**config.mk**
```make
export PLATFORM = sky130hd
export DESIGN_NAME = dm_abstract_cmd_flat
export DESIGN_NICKNAME = d
export VERILOG_FILES = /design/src/rtl/dm_abstract_cmd_pkg.sv /design/src/rtl/dm_abstract_cmd_if.sv /design/src/rtl/dm_abstract_cmd.sv /design/src/flat_wrapper.sv
export SDC_FILE = /design/constraint.sdc
export NUM_CORES = 1
export LEC_CHECK = 0
export CAP_MARGIN = 20
export CORE_MARGIN = 4
export CORE_UTILIZATION = 41
export DETAILED_ROUTE_END_ITERATION = 6
export MAX_ROUTING_LAYER = met4
export PLACE_DENSITY = 0.89
export SLEW_MARGIN = 30
export SYNTH_ARGS = -nofsm -noshare
export SYNTH_HDL_FRONTEND = slang
export SYNTH_SLANG_ARGS = --single-unit
```
**constraint.sdc**
```tcl
create_clock -name iClk -period 8.9 [get_ports iClk]
set_input_delay 1.78 -clock iClk [delete_from_list [all_inputs] [get_ports iClk]]
set_output_delay 1.78 -clock iClk [all_outputs]
set_load 0.02 [all_outputs]
```
**src/rtl/dm_abstract_cmd_pkg.sv**
```systemverilog
// Shared debug-module types for the abstract-command stage.
// debug_types: cmderr codes, command layout, FSM states; debug: regno map.
package debug_types;

    typedef enum logic [2:0] {
        CMDERR_NONE       = 3'd0,
        CMDERR_BUSY       = 3'd1,
        CMDERR_NOTSUP     = 3'd2,
        CMDERR_EXCEPT     = 3'd3,
        CMDERR_HALTRESUME = 3'd4,
        CMDERR_BUS        = 3'd5
    } cmderr_t;

    typedef struct packed {
        logic [7:0]  cmdtype;
        logic        rsvd;
        logic [2:0]  aarsize;
        logic        postincrement;
        logic        postexec;
        logic        transfer;
        logic        write;
        logic [15:0] regno;
    } access_register_t;

    localparam logic [7:0] CMDTYPE_ACCESS_REG = 8'd0;
    localparam logic [2:0] AARSIZE_32         = 3'd2;

    typedef enum logic [1:0] {
        IDLE  = 2'd0,
        ISSUE = 2'd1,
        DONE  = 2'd2
    } absstate_t;

endpackage

package debug;

    // regno below this value addresses the CSR file directly
    localparam logic [15:0] CSR_REGNO_END = 16'h1000;
    localparam logic [15:0] GPR_BASE_DEF  = 16'h1000;
    localparam int          NUM_GPR_DEF   = 32;

endpackage

```
**src/rtl/dm_abstract_cmd_if.sv**
```systemverilog
// Register-file and CSR-file bus between dm_abstract_cmd and the hart.
// master: request side (DUT); slave: hart side returning rdata/ack.
interface dm_abstract_cmd_if;

    logic        oRfReq;
    logic        oRfWe;
    logic [4:0]  oRfAddr;
    logic [31:0] oRfWdata;
    logic [31:0] iRfRdata;
    logic        iRfAck;

    logic        oCsrReq;
    logic        oCsrWe;
    logic [11:0] oCsrAddr;
    logic [31:0] oCsrWdata;
    logic [31:0] iCsrRdata;
    logic        iCsrAck;

    modport master (
        output oRfReq, oRfWe, oRfAddr, oRfWdata,
        input  iRfRdata, iRfAck,
        output oCsrReq, oCsrWe, oCsrAddr, oCsrWdata,
        input  iCsrRdata, iCsrAck
    );

    modport slave (
        input  oRfReq, oRfWe, oRfAddr, oRfWdata,
        output iRfRdata, iRfAck,
        input  oCsrReq, oCsrWe, oCsrAddr, oCsrWdata,
        output iCsrRdata, iCsrAck
    );

endinterface

```
**src/rtl/dm_abstract_cmd.sv**
```systemverilog
// Abstract-command Access Register executor behind the DebugModule.
// Ports: iClk/iRst (async, active high); iCmdValid/iCmd/iData0/iHalted/
// iCmderrClr in; oBusy/oCmderr/oData0We/oData0 out; bus = GPR+CSR master.
// Option DM_ABSCMD_POSTINC_EN adds oRegnoUpd/oRegno (postincrement).
module dm_abstract_cmd
    import debug_types::*;
    import debug::*;
#(
    parameter int unsigned TIMEOUT_CYCLES = 64,
    parameter logic [15:0] GPR_BASE       = GPR_BASE_DEF,
    parameter int unsigned NUM_GPR        = NUM_GPR_DEF
) (
    input  logic        iClk,
    input  logic        iRst,
    input  logic        iCmdValid,
    input  logic [31:0] iCmd,
    input  logic [31:0] iData0,
    input  logic        iHalted,
    input  logic [2:0]  iCmderrClr,
    output logic        oBusy,
    output logic [2:0]  oCmderr,
    output logic        oData0We,
    output logic [31:0] oData0,
`ifdef DM_ABSCMD_POSTINC_EN
    output logic        oRegnoUpd,
    output logic [15:0] oRegno,
`endif
    dm_abstract_cmd_if.master bus
);

    localparam logic [1:0] S_IDLE  = IDLE;
    localparam logic [1:0] S_ISSUE = ISSUE;
    localparam logic [1:0] S_DONE  = DONE;

    localparam int TW = $clog2(TIMEOUT_CYCLES + 1);
    localparam logic [TW-1:0] TMO_LAST = TW'(TIMEOUT_CYCLES - 1);
    localparam logic [16:0] GPR_END = 17'(GPR_BASE) + 17'(NUM_GPR);

    access_register_t w_cmd;
    assign w_cmd = access_register_t'(iCmd);

    logic w_unused;
    assign w_unused = w_cmd.rsvd;

    logic [1:0]    r_state;
    logic [2:0]    r_cmderr;
    logic [TW-1:0] r_tmo;
    logic          r_tgt_gpr;
    logic          r_write;
    logic [11:0]   r_addr;
    logic [31:0]   r_wdata;
    logic [31:0]   r_rdata;
`ifdef DM_ABSCMD_POSTINC_EN
    logic          r_postinc;
    logic [15:0]   r_regno;
    logic [15:0]   r_regno_nxt;
`endif

    logic w_idle, w_issue, w_done;
    assign w_idle  = (r_state == S_IDLE);
    assign w_issue = (r_state == S_ISSUE);
    assign w_done  = (r_state == S_DONE);

    logic w_postinc_bad;
`ifdef DM_ABSCMD_POSTINC_EN
    assign w_postinc_bad = 1'b0;
`else
    assign w_postinc_bad = w_cmd.postincrement;
`endif

    logic w_notsup, w_is_csr, w_is_gpr;
    assign w_notsup = (w_cmd.cmdtype != CMDTYPE_ACCESS_REG)
                    || (w_cmd.aarsize != AARSIZE_32)
                    || w_cmd.postexec
                    || w_postinc_bad;
    assign w_is_csr = (w_cmd.regno < CSR_REGNO_END);
    assign w_is_gpr = ({1'b0, w_cmd.regno} >= {1'b0, GPR_BASE})
                    && ({1'b0, w_cmd.regno} < GPR_END);

    // only the ack of the bus actually targeted counts
    logic        w_ack;
    logic [31:0] w_rdata;
    assign w_ack   = w_issue && (r_tgt_gpr ? bus.iRfAck : bus.iCsrAck);
    assign w_rdata = r_tgt_gpr ? bus.iRfRdata : bus.iCsrRdata;

    logic w_timeout;
    assign w_timeout = w_issue && !w_ack && (r_tmo == TMO_LAST);

    logic w_start;
    assign w_start = w_idle && iCmdValid && (r_cmderr == CMDERR_NONE)
                   && !w_notsup && w_cmd.transfer && iHalted
                   && (w_is_csr || w_is_gpr);

    logic [2:0] w_err_set;
    always_comb begin
        w_err_set = CMDERR_NONE;
        if (iCmdValid && !w_idle) begin
            w_err_set = CMDERR_BUSY;
        end else if (iCmdValid) begin
            if (w_notsup)
                w_err_set = CMDERR_NOTSUP;
            else if (!w_cmd.transfer)
                w_err_set = CMDERR_NONE;
            else if (!iHalted)
                w_err_set = CMDERR_HALTRESUME;
            else if (!w_is_csr && !w_is_gpr)
                w_err_set = CMDERR_EXCEPT;
        end
        if (w_timeout)
            w_err_set = CMDERR_BUS;
    end

    // sticky once non-zero; the W1C mask also strips a same-cycle set
    logic [2:0] w_cmderr_nxt;
    assign w_cmderr_nxt = ((r_cmderr == CMDERR_NONE) ? w_err_set : r_cmderr)
                        & ~iCmderrClr;

    always_ff @(posedge iClk or posedge iRst) begin
        if (iRst) begin
            r_state     <= S_IDLE;
            r_cmderr    <= CMDERR_NONE;
            r_tmo       <= '0;
            r_tgt_gpr   <= 1'b0;
            r_write     <= 1'b0;
            r_addr      <= '0;
            r_wdata     <= '0;
            r_rdata     <= '0;
`ifdef DM_ABSCMD_POSTINC_EN
            r_postinc   <= 1'b0;
            r_regno     <= '0;
            r_regno_nxt <= '0;
`endif
        end else begin
            r_cmderr <= w_cmderr_nxt;
            case (r_state)
                S_IDLE: begin
                    if (w_start) begin
                        r_state   <= S_ISSUE;
                        r_tgt_gpr <= !w_is_csr;
                        r_write   <= w_cmd.write;
                        r_addr    <= w_is_csr ? w_cmd.regno[11:0]
                                              : 12'(w_cmd.regno - GPR_BASE);
                        r_wdata   <= iData0;
                        r_tmo     <= '0;
`ifdef DM_ABSCMD_POSTINC_EN
                        r_postinc <= w_cmd.postincrement;
                        r_regno   <= w_cmd.regno;
`endif
                    end
                end
                S_ISSUE: begin
                    if (w_ack) begin
                        if (!r_write)
                            r_rdata <= w_rdata;
`ifdef DM_ABSCMD_POSTINC_EN
                        r_regno_nxt <= r_regno + 16'd1;
`endif
                        r_state <= S_DONE;
                    end else if (w_timeout) begin
                        r_state <= S_IDLE;
                    end else begin
                        r_tmo <= r_tmo + TW'(1);
                    end
                end
                S_DONE: begin
                    r_state <= S_IDLE;
                end
                default: begin
                    r_state <= S_IDLE;
                end
            endcase
        end
    end

    // request lines decode from state so a reset drops them at once
    assign bus.oRfReq    = w_issue && r_tgt_gpr;
    assign bus.oRfWe     = w_issue && r_tgt_gpr && r_write;
    assign bus.oRfAddr   = r_addr[4:0];
    assign bus.oRfWdata  = r_wdata;
    assign bus.oCsrReq   = w_issue && !r_tgt_gpr;
    assign bus.oCsrWe    = w_issue && !r_tgt_gpr && r_write;
    assign bus.oCsrAddr  = r_addr;
    assign bus.oCsrWdata = r_wdata;

    assign oBusy    = !w_idle;
    assign oCmderr  = r_cmderr;
    assign oData0We = w_done && !r_write;
    assign oData0   = r_rdata;
`ifdef DM_ABSCMD_POSTINC_EN
    assign oRegnoUpd = w_done && r_postinc;
    assign oRegno    = r_regno_nxt;
`endif

endmodule

```
**src/flat_wrapper.sv**
```systemverilog
// flat-port wrapper written by rule: the top's interface ports become plain ports
module dm_abstract_cmd_flat import debug_types::*; import debug::*;
#(
    parameter int unsigned TIMEOUT_CYCLES = 64,
    parameter logic [15:0] GPR_BASE       = GPR_BASE_DEF,
    parameter int unsigned NUM_GPR        = NUM_GPR_DEF
)
  (iClk, iRst, iCmdValid, iCmd, iData0, iHalted, iCmderrClr, oBusy, oCmderr, oData0We, oData0, bus_oRfReq, bus_oRfWe, bus_oRfAddr, bus_oRfWdata, bus_iRfRdata, bus_iRfAck, bus_oCsrReq, bus_oCsrWe, bus_oCsrAddr, bus_oCsrWdata, bus_iCsrRdata, bus_iCsrAck);
  dm_abstract_cmd_if bus_i ();
  input  logic iClk;
  input  logic iRst;
  input  logic iCmdValid;
  input  logic [31:0] iCmd;
  input  logic [31:0] iData0;
  input  logic iHalted;
  input  logic [2:0] iCmderrClr;
  output logic oBusy;
  output logic [2:0] oCmderr;
  output logic oData0We;
  output logic [31:0] oData0;
  output wire logic [$bits(bus_i.oRfReq)-1:0] bus_oRfReq;
  output wire logic [$bits(bus_i.oRfWe)-1:0] bus_oRfWe;
  output wire logic [$bits(bus_i.oRfAddr)-1:0] bus_oRfAddr;
  output wire logic [$bits(bus_i.oRfWdata)-1:0] bus_oRfWdata;
  input wire logic [$bits(bus_i.iRfRdata)-1:0] bus_iRfRdata;
  input wire logic [$bits(bus_i.iRfAck)-1:0] bus_iRfAck;
  output wire logic [$bits(bus_i.oCsrReq)-1:0] bus_oCsrReq;
  output wire logic [$bits(bus_i.oCsrWe)-1:0] bus_oCsrWe;
  output wire logic [$bits(bus_i.oCsrAddr)-1:0] bus_oCsrAddr;
  output wire logic [$bits(bus_i.oCsrWdata)-1:0] bus_oCsrWdata;
  input wire logic [$bits(bus_i.iCsrRdata)-1:0] bus_iCsrRdata;
  input wire logic [$bits(bus_i.iCsrAck)-1:0] bus_iCsrAck;
  assign bus_oRfReq = bus_i.oRfReq;
  assign bus_oRfWe = bus_i.oRfWe;
  assign bus_oRfAddr = bus_i.oRfAddr;
  assign bus_oRfWdata = bus_i.oRfWdata;
  assign bus_i.iRfRdata = bus_iRfRdata;
  assign bus_i.iRfAck = bus_iRfAck;
  assign bus_oCsrReq = bus_i.oCsrReq;
  assign bus_oCsrWe = bus_i.oCsrWe;
  assign bus_oCsrAddr = bus_i.oCsrAddr;
  assign bus_oCsrWdata = bus_i.oCsrWdata;
  assign bus_i.iCsrRdata = bus_iCsrRdata;
  assign bus_i.iCsrAck = bus_iCsrAck;
  dm_abstract_cmd #(.TIMEOUT_CYCLES(TIMEOUT_CYCLES), .GPR_BASE(GPR_BASE), .NUM_GPR(NUM_GPR)) u_core (.iClk(iClk), .iRst(iRst), .iCmdValid(iCmdValid), .iCmd(iCmd), .iData0(iData0), .iHalted(iHalted), .iCmderrClr(iCmderrClr), .oBusy(oBusy), .oCmderr(oCmderr), .oData0We(oData0We), .oData0(oData0), .bus(bus_i));
endmodule
```
== Word level (Yosys, flattened, before mapping) ==
Cells that the tools add are included.

* Bits in latches: 0
* Output and inout bits: 122
* Input port bits: 137
* Logic and storage cells: 79
* Register bits: 90
* Memories kept: 0
* ROM bits: 0
* Memory bits (writable): 0

* Reductions and logical operators: 36
* Bitwise gates (word level): 3
* Div/mod/pow operators: 0
* Equal/unequal tests: 8
* Mux-type cells: 19
* Magnitude comparators: 3
* Multiply operators: 0
* Shifts and indexed selects: 0
* Add/sub/neg operators: 2

{| class="wikitable"
|+ Operators by type and width
! operator !! count
|-
| $lt A16 B13 Y1 const B || 2
|-
| $mux W32 || 1
|-
| $mux W3 || 7
|-
| $mux W7 || 3
|-
| $logic_and A1 B1 Y1 || 17
|-
| $ge A16 B13 Y1 const B || 1
|-
| $pmux W7 S2 || 1
|-
| $mux W12 || 1
|-
| $sub A12 B1 Y12 const B || 1
|-
| $mux W2 || 4
|-
| $reduce_bool A8 Y1 || 1
|-
| $add A7 B1 Y7 const B || 1
|-
| $eq A7 B6 Y1 const B || 1
|-
| $logic_not A1 Y1 || 7
|-
| $ne A2 B2 Y1 const B || 3
|-
| $logic_or A1 B1 Y1 || 4
|-
| $pmux W2 S2 || 1
|-
| $reduce_and A2 Y1 || 2
|-
| $reduce_and A4 Y1 || 1
|-
| $and A3 B3 Y3 || 1
|-
| $logic_not A3 Y1 || 1
|-
| $ne A3 B2 Y1 const B || 1
|-
| $ne A3 B3 Y1 const B || 1
|-
| $not A3 Y3 || 1
|-
| 7 further kinds || 7
|}

== Logic depth before layout (Yosys ltp) ==
Gate-level depths: netlist (run 1).

* Word-level depth: 13
* Mapped depth: 6
* Mapped depth without buffers: 5

== Worst setup path after synthesis (run 1) ==
No wires, ideal clock.

* Kind: input to register
* From: in iCmd[14]
* To: reg u_core.r_addr[0], in the netlist u_core.bus.oCsrAddr[0]
* Setup time: 127 ps
* Slack: 5642 ps
* Required time: 8773 ps
* Arrival time: 3131 ps
* Stages: 5
* Buffers on the path: 2
* Cells stage by stage: or3_1 > nor4b_4 > buf_6 > buf_8 > mux2_1

* Longest elaborated chain between the ends: 5

{| class="wikitable"
|+ Ends and longest elaborated chain
! element !! RTL line !! RTL
|-
| start, declared || flat_wrapper.sv:13 || <nowiki>input logic [31:0] iCmd;</nowiki>
|-
| $ge A16 B13 Y1 or $lt A16 B13 Y1 (tied branches) || dm_abstract_cmd.sv:77, dm_abstract_cmd.sv:78 ||
|-
| $logic_and A1 B1 Y1 || dm_abstract_cmd.sv:78 || <nowiki>&& ({1'b0, w_cmd.regno} < GPR_END);</nowiki>
|-
| $logic_or A1 B1 Y1 || dm_abstract_cmd.sv:92 || <nowiki>&& (w_is_csr || w_is_gpr);</nowiki>
|-
| $logic_and A1 B1 Y1 || dm_abstract_cmd.sv:92 ||
|-
| $reduce_and A2 Y1 (no line) || n/a ||
|-
| end signal, assigned || dm_abstract_cmd.sv:141 || <nowiki>r_addr <= w_is_csr ? w_cmd.regno[11:0]</nowiki>
|-
| end, declared || dm_abstract_cmd.sv:50 || <nowiki>logic [11:0] r_addr;</nowiki>
|}

Several ways; a longest one is shown, not always the timed one.
A chain may end at the register's enable or synchronous reset.

== Worst setup path in the final report (run 1) ==
* From: reg u_core.r_tgt_gpr
* To: out bus_oCsrWe

* Longest elaborated chain between the ends: 3

{| class="wikitable"
|+ Ends and longest elaborated chain
! element !! RTL line !! RTL
|-
| start, declared || dm_abstract_cmd.sv:48 || <nowiki>logic r_tgt_gpr;</nowiki>
|-
| start signal, assigned || dm_abstract_cmd.sv:139 || <nowiki>r_tgt_gpr <= !w_is_csr;</nowiki>
|-
| $logic_not A1 Y1 || dm_abstract_cmd.sv:181 || <nowiki>assign bus.oCsrWe = w_issue && !r_tgt_gpr && r_write;</nowiki>
|-
| $logic_and A1 B1 Y1 (2 in a row) || dm_abstract_cmd.sv:181 ||
|-
| end, declared || flat_wrapper.sv:28 || <nowiki>output wire logic [$bits(bus_i.oCsrWe)-1:0] bus_oCsrWe;</nowiki>
|}

No other way between the ends.

==> reports/results.ini, run 1 <==
[setup_path]
path_delay_family=flip-flops
r2r-end=u_core.r_tmo[5]
cp-startpoint=u_core.r_tgt_gpr
rrSetupSlack_ns=6.64
critPathArrivalTime_ns=2.08
critPathBufInv=1
cp.required_ns=7.12
cpMaxStageDelayCell=dfrtp_4
slowest_delay_ns=0.71
cp-end-kind=output pin
path_cells=nor2_1, and2_1, clkdlybuf4s50_1
cp-start-kind=flop
criticalPathCategory=reg2out
ff2ff_path_depth=4
rr_startpoint=u_core.r_tgt_gpr
crit_fanout=37

[pwr]
peakVddDrop_v=0.0000856
p_int_uw=649
power.density_mw_per_mm2=120
pwr-share-seq_pct=50.3
switching_share_pct=23.0
pwr-share-comb_pct=14.7
p_clk_share_pct=35.0
leakagePower_nw=3.20
p_switching_uw=194

[routing]
drt-initial-drc-count=155
drtPass1Iterations=4
post_drt_via_cell_ratio=4.90
ant_nets=0
drc=0
wire_per_inst_um=17.3
drt_wl_total_mm=12.5
num_vias=3531

[final_layout]
drive_gt1_share_pct=12.8
fin_cells=721
finalNetCount=718
antenna_cells=0
area_growth_pct=57.3

[global_routing]
grt_pass1_wl_mm=19.8
antenna_found_initial=0
busiest_layer=met2
grt-ovfl-total=0
grt_max_degree=91
first_global_vias=3804
grt_use_met1_pct=23.0
grt.total_usage_pct=19.9
grt_use_met2_pct=35.4
use_met3_pct=3.56

[clocking]
worstSkewPairLatency_ns=0.35
clock_sinks=90
tritoncts=built
cts_max_level=3
hold_buffers=0
numCtsBuffers=9
clk_pin_slew_worst_paths_ns=0.09
root_buffer=clkbuf_8
postCtsSetupRepairBufs=0
cts_resized=0
clock_path_buffers=2

[hold_path]
min_to=u_core.bus.oCsrAddr[6]
whs_path_depth=1
min_path_type=reg2reg
hp-start=u_core.bus.oCsrAddr[6]

[floorplan]
die_h_um=112
ios=259
rows=37
start_util_pct=42.8
coreArea_mm2=0.0105
fp.dieW_um=112
die-area_mm2=0.0126

[timing]
post-route-min-period_ns=3.86
fmaxAchievable_ghz=0.259
maxSlewViolCount=0
tns_ns=0
finalCritPeriodShare_pct=43.3
rsz0062_at_grt=false
clock_skew_ns=0.00975
hold_viol=0
setup_viol=0
tightestPinTransition_ns=0.804
max-slew-margin-rel_pct=46.4

[place]
place_congestion=0.889
dp_hpwl_mm=9.81
dp.cells=705
io_buffers=257

[synth]
synthArstFlopShare_pct=100
yosys-top-cells-area=dfrtp_1, mux2_4, mux2i_1
netlist_instances=361
yosysWarningCount=0
synth_area_leader_cell=dfrtp_1
synth_area_per_cell_um2=12.4
ys_types=50
syn-num-nets=499
netlist_area_mm2=0.00447
synth_top_cell_area_share_pct=50.3
ys.flop_type=dfrtp_1
ys_ff_latch=90
synth_edf_count=0
ys_seq_area_share_pct=50.3

[job]
cap_violations=0

[status]
status=complete, no violations

## synthesized netlist by cell type (all sizes together) (3+ instances only)
library cell,number
buf,48
and2,6
mux2,45
a21oi,38
dfrtp,90
clkbuf,5
nor3,3
mux2i,34
nor2,42
o21ai,3
inv,5
nor4b,3
nand2,4
nand3,4
or3,3
## area by class of cell
type / count / area [µm²]
Fill cell: 791 / 3430
Timing Repair Buffer: 261 / 2610
Sequential cell: 90 / 2260
Multi-Input combinational cell: 213 / 1770
Tap cell: 136 / 170
Clock buffer: 12 / 165
Clock inverter: 4 / 48.8
Inverter: 5 / 20.0
## through the flow
step	worst slack, ns	hold slack, ns	utilization (%)	area [µm²]	total power, mW
detailed placement	4.78	0.500	65.2	6820	0.557
floorplan	4.78	0.494	-	4470	0.467
finish	5.04	0.515	67.3	7040	0.842
global placement	4.83	0.494	65.2	6820	0.553
CTS	4.76	0.520	67.2	7030	0.850
global route	4.95	0.535	67.3	7040	0.877
## state kept, by name, summed over array words and instances, names as in the netlist
| name | count |
|---|---|
| u_core.bus.oCsrWdata | 32 |
| u_core.oData0 | 32 |
| u_core.bus.oCsrAddr | 12 |
| u_core.r_tmo | 7 |
| u_core.oCmderr | 3 |
| u_core.r_state | 2 |
| u_core.r_tgt_gpr | 1 |
| u_core.r_write | 1 |
## routing by layer
layer,up-vias,part of all wire (%)
li1,1659,-
met1,1689,39
met2,165,53
met3,18,6.1
met4,0,1.5
met5,-,0
## power by group through the flow
stage	Sequential (mW)	Combinational [mW]	Clock, mW
finish	0.424	0.124	0.295
global route	0.425	0.133	0.319
CTS	0.424	0.125	0.301
detailed placement	0.432	0.125	0
global placement	0.431	0.122	0
floorplan	0.444	0.0234	0
## worst max path at each step
stage                                  end  slack, ns  cells past startpoint
floorplan           u_core.bus.oCsrAddr[0]       4.78                      1
global placement    u_core.bus.oCsrAddr[0]       4.83                      6
detailed placement  u_core.bus.oCsrAddr[0]       4.78                      6
CTS                             bus_oCsrWe       4.76                      3
global route                     bus_oRfWe       4.95                      2
finish                          bus_oCsrWe       5.04                      3
## logic make-up after synthesis
logic type	Yosys count	synth area share, %
buffers and inverters	58	10.1
flip-flops	90	50.3
AND/OR/NAND/NOR	81	9.73
adder cells (fa/ha/maj)	1	0.280
multiplexers	79	22.6
XOR/XNOR	1	0.196
AO/OA/AOI/OAI	51	6.80
## layout by cell type, fill, tap and decap left out, drive strengths merged, types with 2 or more instances in the layout
master and instances:
clkdlybuf4s50 257, dfrtp 90, mux2 45, nor2 42, a21oi 38, mux2i 34
clkbuf 12, and2 6, nand3 4, nand2 4, inv 4, clkinv 4
buf 4, or3 3, o21ai 3, nor3 3, nor4b 3, and3 2
nand4 2, nor4 2, nand2b 2, or2 2, o211ai 2, or4 2
No activity file was read; power rests on OpenSTA's default activity.
==> run 2, diff against run 1 <==
- CORE_UTILIZATION: 41 -> 38
- PLACE_DENSITY: 0.89 -> 0.83
- clock period: 8.9 -> 3.72 ns (I/O delays scaled with it)
==> run 2 against run 1 <==
- register-to-register slack got worse by 5.1 ns
- first-iteration DRC count down 25%
- non-clock buffer count is 1 higher
- final cell count up 1.1%
- setup slack got worse by 4.1 ns
- sequential power is 140% higher
==> reports/results.ini, run 2 (synthesis results as in run 1) <==
[routing]
drt-initial-drc-count=117  ; -25%
drt_wl_total_mm=12.7  ; +2.2%
post_drt_via_cell_ratio=4.85  ; -0.99%
drtPass1Iterations=4  ; unchanged
ant_nets=0  ; unchanged
wire_per_inst_um=17.5  ; +1.1%
drc=0  ; unchanged
num_vias=3535  ; +0.11%

[setup_path]
cp-start-kind=flop
cp-end-kind=output pin
criticalPathCategory=reg2out
crit_fanout=5  ; -86%
cp.required_ns=2.98  ; -4.14 ns
critPathArrivalTime_ns=1.99  ; -0.09 ns
rrSetupSlack_ns=1.56  ; -5.08 ns

[clocking]
numCtsBuffers=9  ; unchanged
clock_path_buffers=2  ; unchanged
postCtsSetupRepairBufs=0  ; unchanged
tritoncts=built
cts_resized=0  ; unchanged
hold_buffers=0  ; unchanged
worstSkewPairLatency_ns=0.34  ; about the same
cts_max_level=3  ; unchanged
clk_pin_slew_worst_paths_ns=0.06  ; -0.03 ns
root_buffer=clkbuf_16
clock_sinks=90  ; unchanged

[status]
status=complete, no violations

[timing]
tightestPinTransition_ns=0.777  ; -0.0276 ns
max-slew-margin-rel_pct=48.2  ; +1.8 points
fmaxAchievable_ghz=0.366
hold_viol=0  ; unchanged
maxSlewViolCount=0  ; unchanged
tns_ns=0  ; unchanged
rsz0062_at_grt=false
clock_skew_ns=0.00677  ; -0.00298 ns
post-route-min-period_ns=2.73
finalCritPeriodShare_pct=73.4
setup_viol=0  ; unchanged

[pwr]
power.density_mw_per_mm2=328  ; +170%
p_clk_share_pct=44.6  ; +9.6 points
peakVddDrop_v=0.000174  ; +100%
pwr-share-comb_pct=12.5  ; -2.2 points
pwr-share-seq_pct=42.8  ; -7.5 points
p_total_mw=2.37  ; +180%
switching_share_pct=21.2  ; -1.7 points
leakagePower_nw=3.27  ; +1.9%
p_switching_uw=503  ; +160%
p_int_mw=1.87  ; +190%

[final_layout]
final_common_cell=clkdlybuf4s50_1
finalNetCount=719  ; +0.14%
antenna_cells=0  ; unchanged
layout_common_cells=clkdlybuf4s50_1, dfrtp_1, nor2_1, mux2_4, a21oi_1
drive_gt1_share_pct=13.0  ; +0.15 points
area_growth_pct=61.2

[place]
dp_hpwl_mm=10.1  ; +2.7%
place_congestion=0.824  ; -7.4%
io_buffers=257  ; unchanged

[global_routing]
grt.total_usage_pct=18.5  ; -1.4 points
antenna_found_initial=0  ; unchanged
grt_pass1_wl_mm=18.9  ; -4.5%
grt_max_degree=65  ; -29%
grt-ovfl-total=0  ; unchanged
first_global_vias=3777  ; -0.71%

[floorplan]
coreArea_mm2=0.0115  ; +9.6%
fp.dieW_um=117  ; +3.6%
die_h_um=117  ; +3.6%
die-area_mm2=0.0136  ; +7.3%
ios=259  ; unchanged
start_util_pct=39.0  ; -3.7 points
rows=39  ; +5.4%

[job]
cap_violations=0  ; unchanged

[hold_path]
min_path_type=reg2reg

[run 2: metrics by stage]
stage	instances	util (%)	setup WS, ns	cell area, µm²	hold slack (ns)
2_1_floorplan	361	-	0.641	4470	0.494
3_3_place_gp	713	59.8	0.663	6860	0.497
3_5_place_dp	713	59.8	0.675	6860	0.501
4_1_cts	729	62.9	0.990	7210	0.528
5_1_grt	729	62.9	0.929	7210	0.542
6_report	729	62.9	0.990	7210	0.519
[run 2: layout make-up]
| type | count | area [µm²] |
|---|---|---|
| clock inverters | 6 | 114 |
| clock buffers | 10 | 239 |
| well taps | 143 | 179 |
| inverters | 5 | 20.0 |
| flip-flops and latches | 90 | 2250 |
| repair buffers | 262 | 2640 |
| fillers | 888 | 4260 |
| multi-input cells | 213 | 1770 |
[run 2: power by group through the flow]
stage | registers (mW) | logic [mW] | clock network (mW)
after global placement | 1.03 | 0.293 | 0
after floorplan | 1.06 | 0.0559 | 0
after global routing | 1.02 | 0.319 | 1.13
after detailed placement | 1.03 | 0.301 | 0
after CTS | 1.01 | 0.302 | 1.08
final | 1.01 | 0.297 | 1.06
[run 2: path summary, 6_finish.rpt]
kind | from | to | depth (start not counted)
min reg2reg | u_core.bus.oCsrAddr[7] | u_core.bus.oCsrAddr[7] | 1
min | u_core.bus.oCsrAddr[7] | u_core.bus.oCsrAddr[7] | 1
min in group asynchronous | iRst | u_core.bus.oCsrWdata[11] | 2
max in group asynchronous | iRst | u_core.bus.oCsrAddr[1] | 3
max reg2reg | u_core.r_state[1] | u_core.bus.oCsrWdata[29] | 5
max | u_core.r_state[1] | bus_oCsrWe | 4
[run 2: metal layers]
| metal | global-route usage (%) | vias up | wire length, µm |
|---|---|---|---|
| li1 | - | 1656 | - |
| met1 | 20.8 | 1696 | 4740 |
| met2 | 32.2 | 159 | 6720 |
| met3 | 3.42 | 24 | 962 |
| met4 | 7.66 | 0 | 323 |
| met5 | - | - | 0 |
[run 2: worst max-delay path, cell delays in order, from the launching register on]
cell	delay, ns
dfrtp_1	0.43
nand2b_1	0.24
nor2_1	0.20
and2_1	0.16
clkdlybuf4s50_1	0.62
==> run 3, diff against run 2 <==
- clock period: 3.72 -> 2.8 ns (I/O delays scaled with it)
==> run 3 against run 2 <==
- non-clock buffer count is 11 higher
- clock skew is 0.0031 ns higher
- utilization is 0.60 points higher
- largest cell class unchanged
==> reports/results.ini, run 3 (synthesis results as in run 1) <==
[status]
status=complete, no violations

[final_layout]
fillers=880  ; -0.90%
layout_common_cells=clkdlybuf4s50_1, dfrtp_1, nor2_1, mux2_4, a21oi_1
final_common_cell=clkdlybuf4s50_1
antenna_cells=0  ; unchanged
post-route-util_pct=63.5  ; +0.60 points
seq_area_mm2=0.00225  ; unchanged
area_growth_pct=62.7
multi_input_area_mm2=0.00177  ; unchanged
finalNetCount=730  ; +1.5%
drive_gt1_share_pct=14.1  ; +1.1 points

[floorplan]
die-area_mm2=0.0136  ; unchanged
start_util_pct=39.0  ; unchanged
rows=39  ; unchanged
coreArea_mm2=0.0115  ; unchanged
ios=259  ; unchanged
die_h_um=117  ; unchanged
fp.dieW_um=117  ; unchanged

[place]
pre_cts_slack_ns=0.0798  ; -0.596 ns
place_congestion=0.832  ; +0.96%
dp_hpwl_mm=10.4  ; +3.3%
io_buffers=257  ; unchanged

[setup_path]
cp-end-kind=output pin
criticalPathCategory=reg2out
critPathArrivalTime_ns=1.90  ; -0.09 ns
cp.required_ns=2.24  ; -0.74 ns
cp-start-kind=flop
crit_fanout=6  ; +1

[global_routing]
grt-ovfl-total=0  ; unchanged
grt_pass1_wl_mm=19.4  ; +2.6%
grt_use_met2_pct=33.6  ; +1.4 points
first_global_vias=3822  ; +1.2%
grt_max_degree=65  ; unchanged
grt.total_usage_pct=19.0  ; +0.55 points
antenna_found_initial=0  ; unchanged
busiest_layer=met2
use_met3_pct=4.04  ; +0.62 points
grt_use_met1_pct=21.1  ; +0.30 points

[timing]
max-slew-margin-rel_pct=50.8  ; +2.6 points
finalWorstSetupSlack_ns=0.340  ; -0.650 ns
hold_viol=0  ; unchanged
setup_viol=0  ; unchanged
hold_slack_ns=0.516  ; -0.00272 ns
clock_skew_ns=0.00988  ; +0.00311 ns
finalCritPeriodShare_pct=87.9
tightestPinTransition_ns=0.737  ; -0.0395 ns
tns_ns=0  ; unchanged
maxSlewViolCount=0  ; unchanged
rsz0062_at_grt=false
fmaxAchievable_ghz=0.407
post-route-min-period_ns=2.46

[clocking]
cts_max_level=3  ; unchanged
worstSkewPairLatency_ns=0.33  ; about the same
tritoncts=built
clock_path_buffers=2  ; unchanged
numCtsBuffers=9  ; unchanged
clock_sinks=90  ; unchanged
cts_resized=0  ; unchanged
clk_pin_slew_worst_paths_ns=0.06  ; about the same
postCtsSetupRepairBufs=0  ; unchanged
hold_buffers=0  ; unchanged
root_buffer=clkbuf_16

[routing]
ant_nets=0  ; unchanged
num_vias=3545  ; +0.28%
drt_wl_total_mm=12.9  ; +1.2%
post_drt_via_cell_ratio=4.79  ; -1.2%
drtPass1Iterations=4  ; unchanged
drc=0  ; unchanged
drt-initial-drc-count=128  ; +9.4%
wire_per_inst_um=17.4  ; -0.33%

[hold_path]
min_path_type=reg2reg

[pwr]
power.density_mw_per_mm2=407  ; +24%
leakagePower_nw=3.31  ; +1.4%
p_total_mw=2.96  ; +25%
peakVddDrop_v=0.000308  ; +77%

[job]
cap_violations=0  ; unchanged

[run 3: changes by cell type in the layout (fill, tap and decap cells not counted)]
cell | before | now
buf_4 | 3 | 11
buf_12 | 2 | 5
clkbuf_1 | 0 | 3
bufinv_16 | 3 | 1
clkbuf_8 | 1 | 2
clkinv_4 | 1 | 0
clkinvlp_4 | 2 | 1
[run 3: final cells by class]
cell class / instances / area share [%]
timing repair buffer: 273 / 37.8
sequential: 90 / 31.0
multi-input combinational: 213 / 24.3
clock buffer: 14 / 3.63
tap: 143 / 2.46
clock inverter: 2 / 0.481
inverter: 5 / 0.309
[run 3: worst max-delay path: stages (launching register included)]
cell and delay (ns):
dfrtp_1 0.41, and2b_1 0.35, and3_1 0.19, clkdlybuf4s50_1 0.62
[run 3: worst paths after layout]
kind,from,endpoint,slack [ns],depth (start not counted)
min in group asynchronous,iRst,u_core.bus.oCsrWdata[20],0.71,2
max in group asynchronous,iRst,u_core.r_tgt_gpr,1.46,3
worst min-delay path,u_core.bus.oCsrAddr[10],u_core.bus.oCsrAddr[10],0.52,1
worst min register to register,u_core.bus.oCsrAddr[10],u_core.bus.oCsrAddr[10],0.52,1
worst max-delay path,u_core.r_state[1],bus_oRfWe,0.34,3
worst max register to register,u_core.r_state[1],u_core.bus.oCsrWdata[16],0.78,6
[run 3: routing by layer]
metal  part of all wire [%]  vias up  wire length [µm]
met3                    7.4       27               948
met2                     54      146              6900
met4                    2.3        0               293
met5                      0        -                 0
li1                       -     1685                 -
met1                     37     1687              4750
[run 3: metrics by stage]
stage          cells  instance area, µm²
2_1_floorplan    361                4480
3_5_place_dp     724                6980
4_1_cts          740                7280
6_report         740                7280
5_1_grt          740                7280
3_3_place_gp     724                6980
[run 3: report_power, final]
| group | total [mW] | internal (mW) | switching (mW) |
|---|---|---|---|
| registers | 1.35 | 1.33 | 0.0169 |
| clock network | 1.21 | 0.740 | 0.471 |
| logic | 0.405 | 0.255 | 0.150 |
